==> src/rtl/mem_access_ctrl.sv <==
// -----------------------------------------------------------------------------
// mem_access_ctrl
//   Memory initiator for a single-port synchronous RAM with a registered read
//   (one cycle of latency). The CPU side issues single-byte writes or read
//   bursts over a valid/ready request channel. Read bursts are pipelined at
//   one byte per cycle and the bytes are returned packed on a valid/ready
//   response channel.
//
// Ports
//   clk        in   1                 rising-edge clock
//   rst_n      in   1                 asynchronous active-low reset
//   req_valid  in   1                 request present
//   req_ready  out  1                 high only while idle
//   req_we     in   1                 1 = single-byte write, 0 = read burst
//   req_addr   in   ADDR_W            start address
//   req_len    in   3                 read length (0 -> 1, clamped to MAX_BURST)
//   req_wdata  in   DATA_W            write byte
//   rsp_valid  out  1                 response present
//   rsp_ready  in   1                 consumer accepts the response
//   rsp_data   out  MAX_BURST*DATA_W  read bytes, byte k at [8k+7:8k]; 0 for writes
//   ram_addr   out  ADDR_W            RAM address (registered)
//   ram_data   out  DATA_W            RAM write data (registered)
//   ram_we     out  1                 RAM write enable (registered)
//   ram_q      in   DATA_W            RAM read data
// -----------------------------------------------------------------------------
module mem_access_ctrl #(
  parameter int ADDR_W    = 8,
  parameter int DATA_W    = 8,
  parameter int MAX_BURST = 4
) (
  input  logic                        clk,
  input  logic                        rst_n,
  input  logic                        req_valid,
  output logic                        req_ready,
  input  logic                        req_we,
  input  logic [ADDR_W-1:0]           req_addr,
  input  logic [2:0]                  req_len,
  input  logic [DATA_W-1:0]           req_wdata,
  output logic                        rsp_valid,
  input  logic                        rsp_ready,
  output logic [MAX_BURST*DATA_W-1:0] rsp_data,
  output logic [ADDR_W-1:0]           ram_addr,
  output logic [DATA_W-1:0]           ram_data,
  output logic                        ram_we,
  input  logic [DATA_W-1:0]           ram_q
);

  localparam int RSP_W = MAX_BURST * DATA_W;

  typedef enum logic [1:0] {
    ST_IDLE  = 2'd0,
    ST_WRITE = 2'd1,
    ST_READ  = 2'd2,
    ST_RESP  = 2'd3
  } state_t;

  // Length 0 means one byte; anything above MAX_BURST is clamped.
  function automatic logic [2:0] clamp_len(input logic [2:0] len);
    logic [2:0] res;
    if (len == 3'd0) begin
      res = 3'd1;
    end else if (int'(len) > MAX_BURST) begin
      res = 3'(MAX_BURST);
    end else begin
      res = len;
    end
    return res;
  endfunction

  state_t              r_state;
  state_t              w_state_nxt;
  logic [ADDR_W-1:0]   r_ram_addr;
  logic [ADDR_W-1:0]   w_ram_addr_nxt;
  logic [DATA_W-1:0]   r_ram_data;
  logic [DATA_W-1:0]   w_ram_data_nxt;
  logic                r_ram_we;
  logic                w_ram_we_nxt;
  logic                r_rsp_valid;
  logic                w_rsp_valid_nxt;
  logic [RSP_W-1:0]    r_rsp_data;
  logic [RSP_W-1:0]    w_rsp_data_nxt;
  // Burst assembly buffer, kept apart from rsp_data so the previous response
  // stays visible until the new burst completes.
  logic [RSP_W-1:0]    r_buf;
  logic [RSP_W-1:0]    w_buf_nxt;
  logic [2:0]          r_len;
  logic [2:0]          w_len_nxt;
  // Index of the upcoming clock edge relative to the accept edge E0.
  logic [3:0]          r_edge;
  logic [3:0]          w_edge_nxt;

  assign req_ready = (r_state == ST_IDLE);
  assign rsp_valid = r_rsp_valid;
  assign rsp_data  = r_rsp_data;
  assign ram_addr  = r_ram_addr;
  assign ram_data  = r_ram_data;
  assign ram_we    = r_ram_we;

  // State register.
  always_ff @(posedge clk or negedge rst_n) begin
    if (!rst_n) begin
      r_state <= ST_IDLE;
    end else begin
      r_state <= w_state_nxt;
    end
  end

  // Next-state and datapath decode.
  always_comb begin
    w_state_nxt     = r_state;
    w_ram_addr_nxt  = r_ram_addr;
    w_ram_data_nxt  = r_ram_data;
    w_ram_we_nxt    = 1'b0;
    w_rsp_valid_nxt = r_rsp_valid;
    w_rsp_data_nxt  = r_rsp_data;
    w_buf_nxt       = r_buf;
    w_len_nxt       = r_len;
    w_edge_nxt      = r_edge;

    case (r_state)
      ST_IDLE: begin
        if (req_valid) begin
          w_ram_addr_nxt = req_addr;
          if (req_we) begin
            w_ram_data_nxt = req_wdata;
            w_ram_we_nxt   = 1'b1;
            w_state_nxt    = ST_WRITE;
          end else begin
            w_len_nxt   = clamp_len(req_len);
            w_edge_nxt  = 4'd1;
            w_buf_nxt   = {RSP_W{1'b0}};
            w_state_nxt = ST_READ;
          end
        end else begin
          w_state_nxt = ST_IDLE;
        end
      end

      ST_WRITE: begin
        // RAM commits the byte on this edge; we drops back via the default.
        w_rsp_data_nxt  = {RSP_W{1'b0}};
        w_rsp_valid_nxt = 1'b1;
        w_state_nxt     = ST_RESP;
      end

      ST_READ: begin
        // At edge j the RAM samples addr+j-1; present addr+j while beats remain.
        if ({1'b0, r_len} > r_edge) begin
          w_ram_addr_nxt = r_ram_addr + ADDR_W'(1);
        end else begin
          w_ram_addr_nxt = r_ram_addr;
        end
        // ram_q at edge j holds the byte sampled at edge j-1, i.e. byte j-2.
        for (int b = 0; b < MAX_BURST; b++) begin
          if (r_edge == 4'(b + 2)) begin
            w_buf_nxt[b*DATA_W +: DATA_W] = ram_q;
          end else begin
            w_buf_nxt[b*DATA_W +: DATA_W] = r_buf[b*DATA_W +: DATA_W];
          end
        end
        if (r_edge == ({1'b0, r_len} + 4'd1)) begin
          w_rsp_data_nxt  = w_buf_nxt;
          w_rsp_valid_nxt = 1'b1;
          w_state_nxt     = ST_RESP;
        end else begin
          w_state_nxt = ST_READ;
        end
        w_edge_nxt = r_edge + 4'd1;
      end

      ST_RESP: begin
        if (rsp_ready) begin
          w_rsp_valid_nxt = 1'b0;
          w_state_nxt     = ST_IDLE;
        end else begin
          w_state_nxt = ST_RESP;
        end
      end

      default: begin
        w_state_nxt     = ST_IDLE;
        w_rsp_valid_nxt = 1'b0;
      end
    endcase
  end

  // Datapath and output registers.
  always_ff @(posedge clk or negedge rst_n) begin
    if (!rst_n) begin
      r_ram_addr  <= {ADDR_W{1'b0}};
      r_ram_data  <= {DATA_W{1'b0}};
      r_ram_we    <= 1'b0;
      r_rsp_valid <= 1'b0;
      r_rsp_data  <= {RSP_W{1'b0}};
      r_buf       <= {RSP_W{1'b0}};
      r_len       <= 3'd0;
      r_edge      <= 4'd0;
    end else begin
      r_ram_addr  <= w_ram_addr_nxt;
      r_ram_data  <= w_ram_data_nxt;
      r_ram_we    <= w_ram_we_nxt;
      r_rsp_valid <= w_rsp_valid_nxt;
      r_rsp_data  <= w_rsp_data_nxt;
      r_buf       <= w_buf_nxt;
      r_len       <= w_len_nxt;
      r_edge      <= w_edge_nxt;
    end
  end

endmodule
==> config.mk <==
export PLATFORM = sky130hd
export DESIGN_NAME = mem_access_ctrl
export DESIGN_NICKNAME = d
export VERILOG_FILES = /design/src/rtl/mem_access_ctrl.sv
export SDC_FILE = /design/constraint.sdc
export NUM_CORES = 1
export LEC_CHECK = 0
export CAP_MARGIN = 20
export CORE_MARGIN = 4
export CORE_UTILIZATION = 52
export CTS_CLUSTER_SIZE = 25
export DETAILED_ROUTE_END_ITERATION = 8
export GPL_ROUTABILITY_DRIVEN = 0
export HOLD_SLACK_MARGIN = 0.06
export PLACE_DENSITY_LB_ADDON = 0.1
export SYNTH_ARGS = -nofsm -noshare
export SYNTH_HDL_FRONTEND = slang
export SYNTH_SLANG_ARGS = --single-unit
==> constraint.sdc <==
create_clock -name clk -period 2.9 [get_ports clk]
set_input_delay 0.58 -clock clk [delete_from_list [all_inputs] [get_ports clk]]
set_output_delay 0.58 -clock clk [all_outputs]
set_load 0.05 [all_outputs]
==> results of run 1 <==
[area by class of cell]
type                    instances  area (um^2)
clock inverters                 7         77.6
inverters                      10         37.5
multi-input cells             241         1810
clock buffers                   9          124
repair buffers                 90          891
fillers                       610         2500
well taps                     102          128
flip-flops and latches         91         2280
[through the flow]
step | power, uW | cell area (um^2)
after detailed placement | 6170 | 5140
after global routing | 7480 | 5340
after global placement | 6080 | 5140
after CTS | 7060 | 5340
final | 7020 | 5340
after floorplan | 5060 | 4250
[layer usage]
metal	track usage, %	routed length [um]	vias up
li1	-	-	1491
met1	30.0	4280	1555
met2	30.5	4490	78
met3	4.46	651	2
met4	6.93	40	0
met5	0	0	-
[registers in the layout (all words and copies together), names as in the netlist, 2 cells and up]
register  flops
r_buf        32
rsp_data     32
ram_addr      8
ram_data      8
r_edge        4
r_len         3
r_state       2
[worst max-delay path, delay by kind of cell, from the launching register on]
kind | cells | cell delay (ns)
buffers and inverters | 1 | 0.87
and+or+nand+nor | 1 | 0.30
DFF | 1 | 0.53
[power by group through the flow]
stage / clock network, uW / logic [uW] / registers [uW]
after floorplan: 0 / 1810 / 3240
after global placement: 0 / 3820 / 2260
after detailed placement: 0 / 3890 / 2290
after CTS: 887 / 3910 / 2270
after global routing: 940 / 4190 / 2360
final: 872 / 3870 / 2270
[layout by cell type, fill, tap and decap left out, drive strengths merged, types with 10 or more instances in the layout]
master         count
dfrtp             91
mux2i             35
clkdlybuf4s50     81
a22o              32
inv               10
nand2             19
a211oi            32
nor2              44
[cells by family after synthesis]
kind of cell,count (synthesis)
compound gates,92
simple gates,92
flops,91
mux,44
buf+inv,38
fa+ha+maj,9
xor+xnor,4
[final timing paths]
check	start	to	slack, ns	cells past startpoint
max	r_state[1]$_DFF_PN0_	req_ready	0.27	2
min	rst_n	r_len[2]$_DFFE_PN0P_	0.19	1
max reg2reg	r_edge[2]$_DFFE_PN0P_	ram_addr[5]$_DFFE_PN0P_	0.51	7
min reg2reg	r_buf[17]$_DFFE_PN0P_	r_buf[17]$_DFFE_PN0P_	0.51	1
max in group asynchronous	rst_n	r_buf[24]$_DFFE_PN0P_	2.06	2
min in group clk	r_buf[17]$_DFFE_PN0P_	r_buf[17]$_DFFE_PN0P_	0.51	1
==> impl_metrics.prom, run 1 <==
# TYPE chip_impl_metric gauge
chip_impl_metric{name="sequentialPowerShare",unit="%"} 32.4
chip_impl_metric{name="initial_core_util",unit="%"} 54.2
chip_impl_metric{name="ys_ff_latch",unit=""} 91
chip_impl_metric{name="synth_top_cell_area_share",unit="%"} 53.5
chip_impl_metric{name="global_route.overflow_total",unit=""} 0
chip_impl_info{name="ctsRootBufferMaster",value="sky130_fd_sc_hd__clkbuf_8"} 1
chip_impl_metric{name="fmaxAchievable",unit="MHz"} 380
chip_impl_metric{name="power_report.internal_total",unit="uW"} 3760
chip_impl_metric{name="timing_worst_slew_pin_value",unit="ns"} 0.905
chip_impl_metric{name="wl_per_cell",unit="um"} 17.2
chip_impl_metric{name="vias",unit=""} 3126
chip_impl_metric{name="clock_tree.htree_level_count",unit=""} 3
chip_impl_metric{name="antenna_left",unit=""} 0
chip_impl_metric{name="die-area",unit="um^2"} 9690
chip_impl_metric{name="synthesis.yosys.warnings",unit=""} 0
chip_impl_metric{name="dpl.hpwl",unit="mm"} 6.50
chip_impl_metric{name="post-place-ws",unit="ns"} 0.424
chip_impl_metric{name="timing.slew.headroom",unit="%"} 39.6
chip_impl_metric{name="max-clock-path-buffers",unit=""} 2
chip_impl_metric{name="clock_buffers_created_by_tritoncts",unit=""} 9
chip_impl_metric{name="fin_tns_setup",unit="ns"} 0
chip_impl_metric{name="io-pin-count",unit=""} 83
chip_impl_metric{name="maxCapViolCount",unit=""} 0
chip_impl_metric{name="first_global_vias",unit=""} 3113
chip_impl_info{name="predominant_post_synthesis_flop_cell",value="sky130_fd_sc_hd__dfrtp_1"} 1
chip_impl_info{name="timing.hold.worst.class",value="input port to asynchronous set/reset pin"} 1
chip_impl_info{name="synthTopCellsByArea",value="sky130_fd_sc_hd__dfrtp_1 (54%), sky130_fd_sc_hd__mux2i_1 (8.2%), sky130_fd_sc_hd__a22o_1 (6.6%)"} 1
chip_impl_metric{name="hold_ws",unit="ns"} 0.194
chip_impl_metric{name="portbufs",unit=""} 82
chip_impl_metric{name="adder_cell_share_of_the_synthesized_area",unit="%"} 2.65
chip_impl_info{name="timing.critical_path.cells",value="nor2_1 > clkdlybuf4s50_1"} 1
chip_impl_metric{name="grt_pass1_wl",unit="mm"} 16.1
chip_impl_metric{name="post_cts_resize_count",unit=""} 0
chip_impl_metric{name="final_net_count",unit=""} 484
chip_impl_info{name="cpMaxStageDelayCell",value="sky130_fd_sc_hd__clkdlybuf4s50_1"} 1
chip_impl_metric{name="core",unit="um^2"} 7850
chip_impl_metric{name="pin_count_of_the_biggest_net_entering_global_routing",unit=""} 53
chip_impl_info{name="start_kind",value="register"} 1
chip_impl_metric{name="die_y",unit="um"} 98.4
chip_impl_metric{name="clock_insertion_delay_worst_skew",unit="ns"} 0.36
chip_impl_metric{name="worst_ep_required_time",unit="ns"} 2.32
chip_impl_metric{name="synth_cells",unit=""} 370
chip_impl_metric{name="synth-edff-count",unit=""} 0
chip_impl_info{name="post-synth-top-count-cell",value="sky130_fd_sc_hd__dfrtp_1"} 1
chip_impl_metric{name="finalCoreUtilization",unit="%"} 68.1
chip_impl_metric{name="drc",unit=""} 0
chip_impl_metric{name="syn_to_final_growth",unit="%"} 25.7
chip_impl_metric{name="cts.repair_timing.setup_buffer_count",unit=""} 0
chip_impl_metric{name="syn-num-nets",unit=""} 411
chip_impl_metric{name="seq_area_frac_synth",unit="%"} 53.5
chip_impl_metric{name="globalRouteTotalUtil",unit="%"} 20.5
chip_impl_metric{name="total_leakage_power",unit="uW"} 0.00238
chip_impl_metric{name="combPwrFrac",unit="%"} 55.2
chip_impl_metric{name="synth.avg_cell_area",unit="um^2"} 11.5
chip_impl_metric{name="power_per_cell_area",unit="nW/um^2"} 1310
chip_impl_metric{name="initialDrtViolationCount",unit=""} 131
chip_impl_metric{name="finalSetupViolations",unit=""} 0
chip_impl_metric{name="worst-endpoint-arrival",unit="ns"} 2.05
chip_impl_metric{name="setup_ws",unit="ns"} 0.270
chip_impl_info{name="worst-setup-path-type",value="register to output port"} 1
chip_impl_metric{name="grt_antenna_before_repair",unit=""} 0
chip_impl_metric{name="synth_compound_area_share",unit="%"} 18.4
chip_impl_metric{name="clkTransAtPathRegs",unit="ns"} 0.09
chip_impl_metric{name="synth_xor_xnor_area_share",unit="%"} 0.824
chip_impl_info{name="synth.top_cells.by_count",value="sky130_fd_sc_hd__dfrtp_1 (91), sky130_fd_sc_hd__nor2_1 (44), sky130_fd_sc_hd__mux2i_1 (35)"} 1
chip_impl_metric{name="power_frac_clock",unit="%"} 12.4
chip_impl_metric{name="numClockSinks",unit=""} 91
chip_impl_metric{name="antenna_diode_count",unit=""} 0
chip_impl_metric{name="synth_simple_gate_area_share",unit="%"} 9.91
chip_impl_metric{name="hold_viol",unit=""} 0
chip_impl_info{name="outcome",value="finished clean"} 1
chip_impl_info{name="yosys.area.top_type",value="sky130_fd_sc_hd__dfrtp_1"} 1
chip_impl_info{name="critical_path.endpoint_type",value="output port"} 1
chip_impl_metric{name="cp_slowest_stage_delay",unit="ns"} 0.87
chip_impl_metric{name="yosys-mux-area-fraction",unit="%"} 10.6
chip_impl_metric{name="vdd_drop_max",unit="uV"} 630
chip_impl_metric{name="synth_cell_types",unit=""} 45
chip_impl_info{name="tritoncts_clock_tree",value="yes"} 1
chip_impl_metric{name="fp.dieW",unit="um"} 98.4
chip_impl_metric{name="finalCriticalPeriod",unit="ns"} 2.63
chip_impl_info{name="largest_family_of_logic_cells_by_synthesized_area",value="compound AO/OA/AOI/OAI gates"} 1
chip_impl_metric{name="post_layout_nonfiller_instances",unit=""} 550
chip_impl_metric{name="drive_above_1_share",unit="%"} 10.7
chip_impl_metric{name="wirelength",unit="mm"} 9.46
chip_impl_metric{name="dp.cells",unit=""} 534
chip_impl_metric{name="worst_clock_skew",unit="ns"} 0.0127
chip_impl_metric{name="switching_power",unit="uW"} 3260
chip_impl_metric{name="report.final.slew_viol_count",unit=""} 0
chip_impl_metric{name="floorplan.rows",unit=""} 32
chip_impl_metric{name="asr_flop_ratio_synth",unit="%"} 100
chip_impl_metric{name="viasPerCell",unit=""} 5.68
chip_impl_metric{name="period_share",unit="%"} 90.7
chip_impl_metric{name="drt-pass1-iter-count",unit=""} 5
chip_impl_metric{name="path_max_fanout",unit=""} 10
chip_impl_metric{name="net_switching_share_of_the_total_power",unit="%"} 46.5
chip_impl_metric{name="holdBufCountCts",unit=""} 0
chip_impl_metric{name="synth.cell_area",unit="um^2"} 4250
chip_impl_info{name="rsz0062_at_grt",value="false"} 1
Note: power is estimated with default switching activity, not from simulation.
==> run 2, diff against run 1 <==
--- a/config.mk
+++ b/config.mk
@@ -6,11 +6,9 @@
 export NUM_CORES = 1
 export LEC_CHECK = 0
 export CAP_MARGIN = 20
-export CORE_MARGIN = 4
 export CORE_UTILIZATION = 52
 export CTS_CLUSTER_SIZE = 25
 export DETAILED_ROUTE_END_ITERATION = 8
-export GPL_ROUTABILITY_DRIVEN = 0
 export HOLD_SLACK_MARGIN = 0.06
 export PLACE_DENSITY_LB_ADDON = 0.1
 export SYNTH_ARGS = -nofsm -noshare
==> constraint.sdc (replaced) <==
create_clock -name clk -period 3 [get_ports clk]
set_input_delay 0.6 -clock clk [delete_from_list [all_inputs] [get_ports clk]]
set_output_delay 0.6 -clock clk [all_outputs]
set_load 0.05 [all_outputs]
==> impl_metrics.prom, run 2 (synthesis results as in run 1) <==
# TYPE chip_impl_metric gauge
chip_impl_metric{name="grt_pass1_wl",unit="mm"} 15.6
chip_impl_metric{name="fin_tns_setup",unit="ns"} 0
chip_impl_metric{name="max-clock-path-buffers",unit=""} 2
chip_impl_metric{name="pin_count_of_the_biggest_net_entering_global_routing",unit=""} 58
chip_impl_metric{name="clkTransAtPathRegs",unit="ns"} 0.09
chip_impl_metric{name="antenna_left",unit=""} 0
chip_impl_metric{name="wl_per_cell",unit="um"} 16.9
chip_impl_metric{name="cts.repair_timing.setup_buffer_count",unit=""} 0
chip_impl_metric{name="hold_viol",unit=""} 0
chip_impl_metric{name="first_global_vias",unit=""} 3236
chip_impl_metric{name="clock_tree.htree_level_count",unit=""} 3
chip_impl_metric{name="core",unit="um^2"} 7810
chip_impl_metric{name="drc",unit=""} 0
chip_impl_metric{name="global_route.overflow_total",unit=""} 0
chip_impl_info{name="timing.hold.worst.class",value="input port to asynchronous set/reset pin"} 1
chip_impl_metric{name="finalCriticalPeriod",unit="ns"} 2.66
chip_impl_metric{name="dpl-instance-area",unit="um^2"} 5140
chip_impl_metric{name="global_placement_routability_congestion",unit=""} 0.830
chip_impl_info{name="rsz0062_at_grt",value="false"} 1
chip_impl_metric{name="fmaxAchievable",unit="MHz"} 376
chip_impl_info{name="timing.critical_path.cells",value="nor2_1 > clkdlybuf4s50_1"} 1
chip_impl_metric{name="report.final.slew_viol_count",unit=""} 0
chip_impl_metric{name="die_y",unit="um"} 92.4
chip_impl_info{name="worst-setup-path-type",value="register to output port"} 1
chip_impl_metric{name="grt_antenna_before_repair",unit=""} 0
chip_impl_metric{name="total_leakage_power",unit="uW"} 0.00238
chip_impl_metric{name="initial_core_util",unit="%"} 54.5
chip_impl_metric{name="initialDrtViolationCount",unit=""} 142
chip_impl_info{name="tritoncts_clock_tree",value="yes"} 1
chip_impl_info{name="ctsRootBufferMaster",value="sky130_fd_sc_hd__clkbuf_8"} 1
chip_impl_metric{name="post_cts_resize_count",unit=""} 0
chip_impl_metric{name="worst-endpoint-arrival",unit="ns"} 2.06
chip_impl_metric{name="clock_buffers_created_by_tritoncts",unit=""} 9
chip_impl_metric{name="maxCapViolCount",unit=""} 0
chip_impl_metric{name="final_design_area_no_fill",unit="um^2"} 5350
chip_impl_metric{name="drive_above_1_share",unit="%"} 10.7
chip_impl_info{name="critical_path.endpoint_type",value="output port"} 1
chip_impl_info{name="mostFrequentLayoutCell",value="sky130_fd_sc_hd__dfrtp_1"} 1
chip_impl_info{name="start_kind",value="register"} 1
chip_impl_metric{name="floorplan.rows",unit=""} 32
chip_impl_metric{name="antenna_diode_count",unit=""} 0
chip_impl_metric{name="die-area",unit="um^2"} 8540
chip_impl_metric{name="io-pin-count",unit=""} 83
chip_impl_metric{name="drt-pass1-iter-count",unit=""} 4
chip_impl_metric{name="finalSetupViolations",unit=""} 0
chip_impl_metric{name="syn_to_final_growth",unit="%"} 25.7
chip_impl_metric{name="clock_insertion_delay_worst_skew",unit="ns"} 0.36
chip_impl_metric{name="vdd_drop_max",unit="uV"} 619
chip_impl_metric{name="final_net_count",unit=""} 485
chip_impl_metric{name="path_max_fanout",unit=""} 10
chip_impl_metric{name="holdBufCountCts",unit=""} 0
chip_impl_info{name="outcome",value="finished clean"} 1
chip_impl_metric{name="timing.slew.headroom",unit="%"} 52.2
chip_impl_metric{name="timing_worst_slew_pin_value",unit="ns"} 0.717
chip_impl_metric{name="worst_clock_skew",unit="ns"} 0.0105
chip_impl_metric{name="worst_ep_required_time",unit="ns"} 2.40
chip_impl_metric{name="vias",unit=""} 3195
chip_impl_info{name="most-common-layout-cells",value="sky130_fd_sc_hd__dfrtp_1 (91), sky130_fd_sc_hd__clkdlybuf4s50_1 (81), sky130_fd_sc_hd__nor2_1 (44), sky130_fd_sc_hd__mux2i_1 (35), sky130_fd_sc_hd__a22o_1 (32)"} 1
chip_impl_metric{name="numClockSinks",unit=""} 91
chip_impl_metric{name="hold_ws",unit="ns"} 0.291
chip_impl_metric{name="fp.dieW",unit="um"} 92.4
chip_impl_metric{name="portbufs",unit=""} 82
chip_impl_metric{name="power_per_cell_area",unit="nW/um^2"} 1270
chip_impl_metric{name="globalRouteTotalUtil",unit="%"} 23.5
chip_impl_metric{name="period_share",unit="%"} 88.6
chip_impl_info{name="cpMaxStageDelayCell",value="sky130_fd_sc_hd__clkdlybuf4s50_1"} 1
chip_impl_metric{name="viasPerCell",unit=""} 5.80
chip_impl_metric{name="wirelength",unit="mm"} 9.30
chip_impl_metric{name="dpl.hpwl",unit="mm"} 6.31
chip_impl_metric{name="cp_slowest_stage_delay",unit="ns"} 0.86
==> run 2: cell type report <==
type / count / area, um^2
flip-flops and latches: 91 / 2280
fillers: 629 / 2460
well taps: 102 / 128
repair buffers: 91 / 898
inverters: 10 / 37.5
clock inverters: 7 / 76.3
clock buffers: 9 / 124
multi-input cells: 241 / 1800
==> run 2: worst max-delay path, delay by kind of cell, from the launching register on <==
family	cells	cell delay [ns]
buffers and inverters	1	0.86
DFF	1	0.53
and+or+nand+nor	1	0.30
==> run 2: worst paths after layout <==
kind | cells after the start | to | startpoint | slack [ns]
hold / removal | 1 | r_len[2]$_DFFE_PN0P_ | rst_n | 0.29
setup / recovery | 2 | req_ready | r_state[1]$_DFF_PN0_ | 0.34
max in group asynchronous | 2 | ram_data[4]$_DFFE_PN0P_ | rst_n | 2.08
hold reg to reg | 1 | r_buf[6]$_DFFE_PN0P_ | r_buf[6]$_DFFE_PN0P_ | 0.51
min in group clk | 1 | r_buf[6]$_DFFE_PN0P_ | r_buf[6]$_DFFE_PN0P_ | 0.51
setup reg to reg | 7 | rsp_data[22]$_DFFE_PN0P_ | r_len[1]$_DFFE_PN0P_ | 0.64
==> run 2: stage by stage <==
step           utilization [%]  worst slack [ns]  power, uW  std cells
4_1_cts                   68.5             0.346       6840        551
3_3_place_gp              65.9             0.734       5880        535
5_1_grt                   68.5             0.301       7220        551
3_5_place_dp              65.9             0.638       5970        535
2_1_floorplan                -             0.640       4890        370
6_report                  68.5             0.341       6800        551
==> run 2: metal layers <==
metal,track usage (%),share of wire [%],vias up
li1,-,-,1488
met1,33.6,46,1590
met2,36.6,46,105
met3,3.86,6.1,12
met4,8.07,1.3,0
met5,0,0,-
==> run 2: report_power, final <==
part / total (uW) / internal (uW) / switching, uW
Clock: 845 / 391 / 454
Sequential: 2200 / 1790 / 403
Combinational: 3760 / 1460 / 2300
Total: 6800 / 3640 / 3160
==> run 3, diff against run 2 <==
--- a/config.mk
+++ b/config.mk
@@ -9,8 +9,10 @@
 export CORE_UTILIZATION = 52
 export CTS_CLUSTER_SIZE = 25
 export DETAILED_ROUTE_END_ITERATION = 8
+export GPL_ROUTABILITY_DRIVEN = 0
 export HOLD_SLACK_MARGIN = 0.06
 export PLACE_DENSITY_LB_ADDON = 0.1
+export RECOVER_POWER = 25
 export SYNTH_ARGS = -nofsm -noshare
 export SYNTH_HDL_FRONTEND = slang
 export SYNTH_SLANG_ARGS = --single-unit
==> impl_metrics.prom, run 3 (synthesis results as in run 1) <==
# TYPE chip_impl_metric gauge
chip_impl_metric{name="clock_tree.htree_level_count",unit=""} 3
chip_impl_metric{name="clock_buffers_created_by_tritoncts",unit=""} 9
chip_impl_info{name="ctsRootBufferMaster",value="sky130_fd_sc_hd__clkbuf_8"} 1
chip_impl_metric{name="wl_per_cell",unit="um"} 16.9
chip_impl_metric{name="clock_insertion_delay_worst_skew",unit="ns"} 0.36
chip_impl_metric{name="grt_antenna_before_repair",unit=""} 0
chip_impl_metric{name="die_y",unit="um"} 92.4
chip_impl_metric{name="pin_count_of_the_biggest_net_entering_global_routing",unit=""} 58
chip_impl_metric{name="hold_ws",unit="ns"} 0.509
chip_impl_metric{name="total_leakage_power",unit="uW"} 0.00237
chip_impl_metric{name="globalRouteTotalUtil",unit="%"} 23.5
chip_impl_metric{name="timing.slew.headroom",unit="%"} 8.66
chip_impl_metric{name="wirelength",unit="mm"} 9.31
chip_impl_metric{name="core",unit="um^2"} 7810
chip_impl_metric{name="max-clock-path-buffers",unit=""} 2
chip_impl_metric{name="footprint_of_the_flip_flops_and_latches",unit="um^2"} 2280
chip_impl_metric{name="hold_path_depth",unit=""} 1
chip_impl_metric{name="post_layout_nonfiller_instances",unit=""} 551
chip_impl_metric{name="finalCriticalPeriod",unit="ns"} 2.66
chip_impl_metric{name="vias",unit=""} 3183
chip_impl_metric{name="drt-pass1-iter-count",unit=""} 4
chip_impl_metric{name="maxCapViolCount",unit=""} 0
chip_impl_metric{name="dpl.hpwl",unit="mm"} 6.31
chip_impl_metric{name="timing_worst_slew_pin_value",unit="ns"} 1.37
chip_impl_metric{name="dp.cells",unit=""} 535
chip_impl_info{name="worst-setup-path-type",value="register to output port"} 1
chip_impl_metric{name="io-pin-count",unit=""} 83
chip_impl_metric{name="power_per_cell_area",unit="nW/um^2"} 1280
chip_impl_metric{name="fmaxAchievable",unit="MHz"} 376
chip_impl_metric{name="path_max_fanout",unit=""} 10
chip_impl_metric{name="syn_to_final_growth",unit="%"} 25.3
chip_impl_info{name="rsz0062_at_grt",value="false"} 1
chip_impl_metric{name="viasPerCell",unit=""} 5.78
chip_impl_metric{name="worst-r2r-cell-count",unit=""} 7
chip_impl_info{name="tritoncts_clock_tree",value="yes"} 1
chip_impl_metric{name="holdBufCountCts",unit=""} 0
chip_impl_metric{name="worst_clock_skew",unit="ns"} 0.0103
chip_impl_metric{name="grt_pass1_wl",unit="mm"} 15.6
chip_impl_info{name="r2r_end",value="rsp_data[15]$_DFFE_PN0P_"} 1
chip_impl_metric{name="multiInputGateArea",unit="um^2"} 1800
chip_impl_info{name="critical_path.endpoint_type",value="output port"} 1
chip_impl_metric{name="timing.reg2reg.setup_slack",unit="ns"} 0.64
chip_impl_metric{name="initialDrtViolationCount",unit=""} 140
chip_impl_info{name="start_kind",value="register"} 1
chip_impl_metric{name="fp.dieW",unit="um"} 92.4
chip_impl_metric{name="antenna_diode_count",unit=""} 0
chip_impl_metric{name="final_net_count",unit=""} 485
chip_impl_metric{name="post_cts_resize_count",unit=""} 0
chip_impl_metric{name="cts.repair_timing.setup_buffer_count",unit=""} 0
chip_impl_metric{name="fin_tns_setup",unit="ns"} 0
chip_impl_metric{name="numClockSinks",unit=""} 91
chip_impl_metric{name="initial_core_util",unit="%"} 54.5
chip_impl_metric{name="drive_above_1_share",unit="%"} 10.7
chip_impl_info{name="r2r_startpoint",value="r_len[1]$_DFFE_PN0P_"} 1
chip_impl_metric{name="worst-endpoint-arrival",unit="ns"} 2.06
chip_impl_metric{name="report.final.slew_viol_count",unit=""} 0
chip_impl_metric{name="clkTransAtPathRegs",unit="ns"} 0.09
chip_impl_metric{name="global_route.overflow_total",unit=""} 0
chip_impl_metric{name="portbufs",unit=""} 82
chip_impl_metric{name="fillCellCount",unit=""} 630
chip_impl_metric{name="antenna_left",unit=""} 0
chip_impl_metric{name="floorplan.rows",unit=""} 32
chip_impl_metric{name="first_global_vias",unit=""} 3236
chip_impl_metric{name="finalCoreUtilization",unit="%"} 68.2
chip_impl_metric{name="finalSetupViolations",unit=""} 0
chip_impl_info{name="hold_path.startpoint",value="r_buf[6]$_DFFE_PN0P_"} 1
chip_impl_metric{name="period_share",unit="%"} 88.5
chip_impl_metric{name="setup_ws",unit="ns"} 0.344
chip_impl_metric{name="vdd_drop_max",unit="uV"} 619
chip_impl_metric{name="worst_ep_required_time",unit="ns"} 2.40
chip_impl_metric{name="post-place-ws",unit="ns"} 0.638
chip_impl_metric{name="die-area",unit="um^2"} 8540
chip_impl_metric{name="drc",unit=""} 0
chip_impl_info{name="most-common-layout-cells",value="sky130_fd_sc_hd__dfrtp_1 (91), sky130_fd_sc_hd__clkdlybuf4s50_1 (81), sky130_fd_sc_hd__nor2_1 (44), sky130_fd_sc_hd__mux2i_1 (35), sky130_fd_sc_hd__a22o_1 (32)"} 1
chip_impl_info{name="mostFrequentLayoutCell",value="sky130_fd_sc_hd__dfrtp_1"} 1
chip_impl_info{name="timing.hold.worst.class",value="register to register"} 1
chip_impl_metric{name="hold_viol",unit=""} 0
chip_impl_info{name="min_delay_worst_endpoint",value="r_buf[6]$_DFFE_PN0P_"} 1
chip_impl_info{name="outcome",value="finished clean"} 1
## run 3: changes by cell type in the layout (fill, tap and decap cells not counted), sizes merged
cell	delta
buf	-2
clkbuf	+2
## run 3: worst max path at each step
stage	to	cells past startpoint	slack [ns]	start
6_report	req_ready	2	0.34	r_state[1]$_DFF_PN0_
5_1_grt	req_ready	2	0.30	r_state[1]$_DFF_PN0_
4_1_cts	req_ready	2	0.35	r_state[1]$_DFF_PN0_
3_5_place_dp	rsp_data[22]$_DFFE_PN0P_	7	0.64	r_len[1]$_DFFE_PN0P_
3_3_place_gp	rsp_data[31]$_DFFE_PN0P_	7	0.73	r_len[1]$_DFFE_PN0P_
2_1_floorplan	ram_addr[4]$_DFFE_PN0P_	7	0.64	r_state[1]$_DFF_PN0_
## run 3: layer usage
layer / up-vias / share of wire, % / GRT usage [%]
met1: 1581 / 46 / 33.6
met4: 0 / 1.3 / 8.07
met5: - / 0 / 0
li1: 1487 / - / -
met3: 12 / 6.0 / 3.86
met2: 103 / 46 / 36.6
## run 3: power breakdown
part | switching [uW] | total [uW] | internal [uW]
combinational | 2300 | 3750 | 1460
clock | 454 | 845 | 391
sequential | 403 | 2200 | 1790
total | 3150 | 6800 | 3640
## run 3: cell type report
cell class | instances | share of cell area (%)
clock buffer | 9 | 2.33
clock inverter | 7 | 1.43
inverter | 10 | 0.705
multi-input combinational | 241 | 33.9
sequential | 91 | 42.7
tap | 102 | 2.40
timing repair buffer | 91 | 16.5
## run 3: stage by stage
stage / power [uW] / instance area (um^2)
CTS: 6840 / 5350
floorplan: 4890 / 4250
global route: 7220 / 5330
global placement: 5880 / 5140
detailed placement: 5970 / 5140
finish: 6800 / 5330
## run 3: critical path, cell delays in order, from the launching register on
cell and delay (ns):
sky130_fd_sc_hd__dfrtp_1 0.53, sky130_fd_sc_hd__nor2_1 0.30, sky130_fd_sc_hd__clkdlybuf4s50_1 0.86
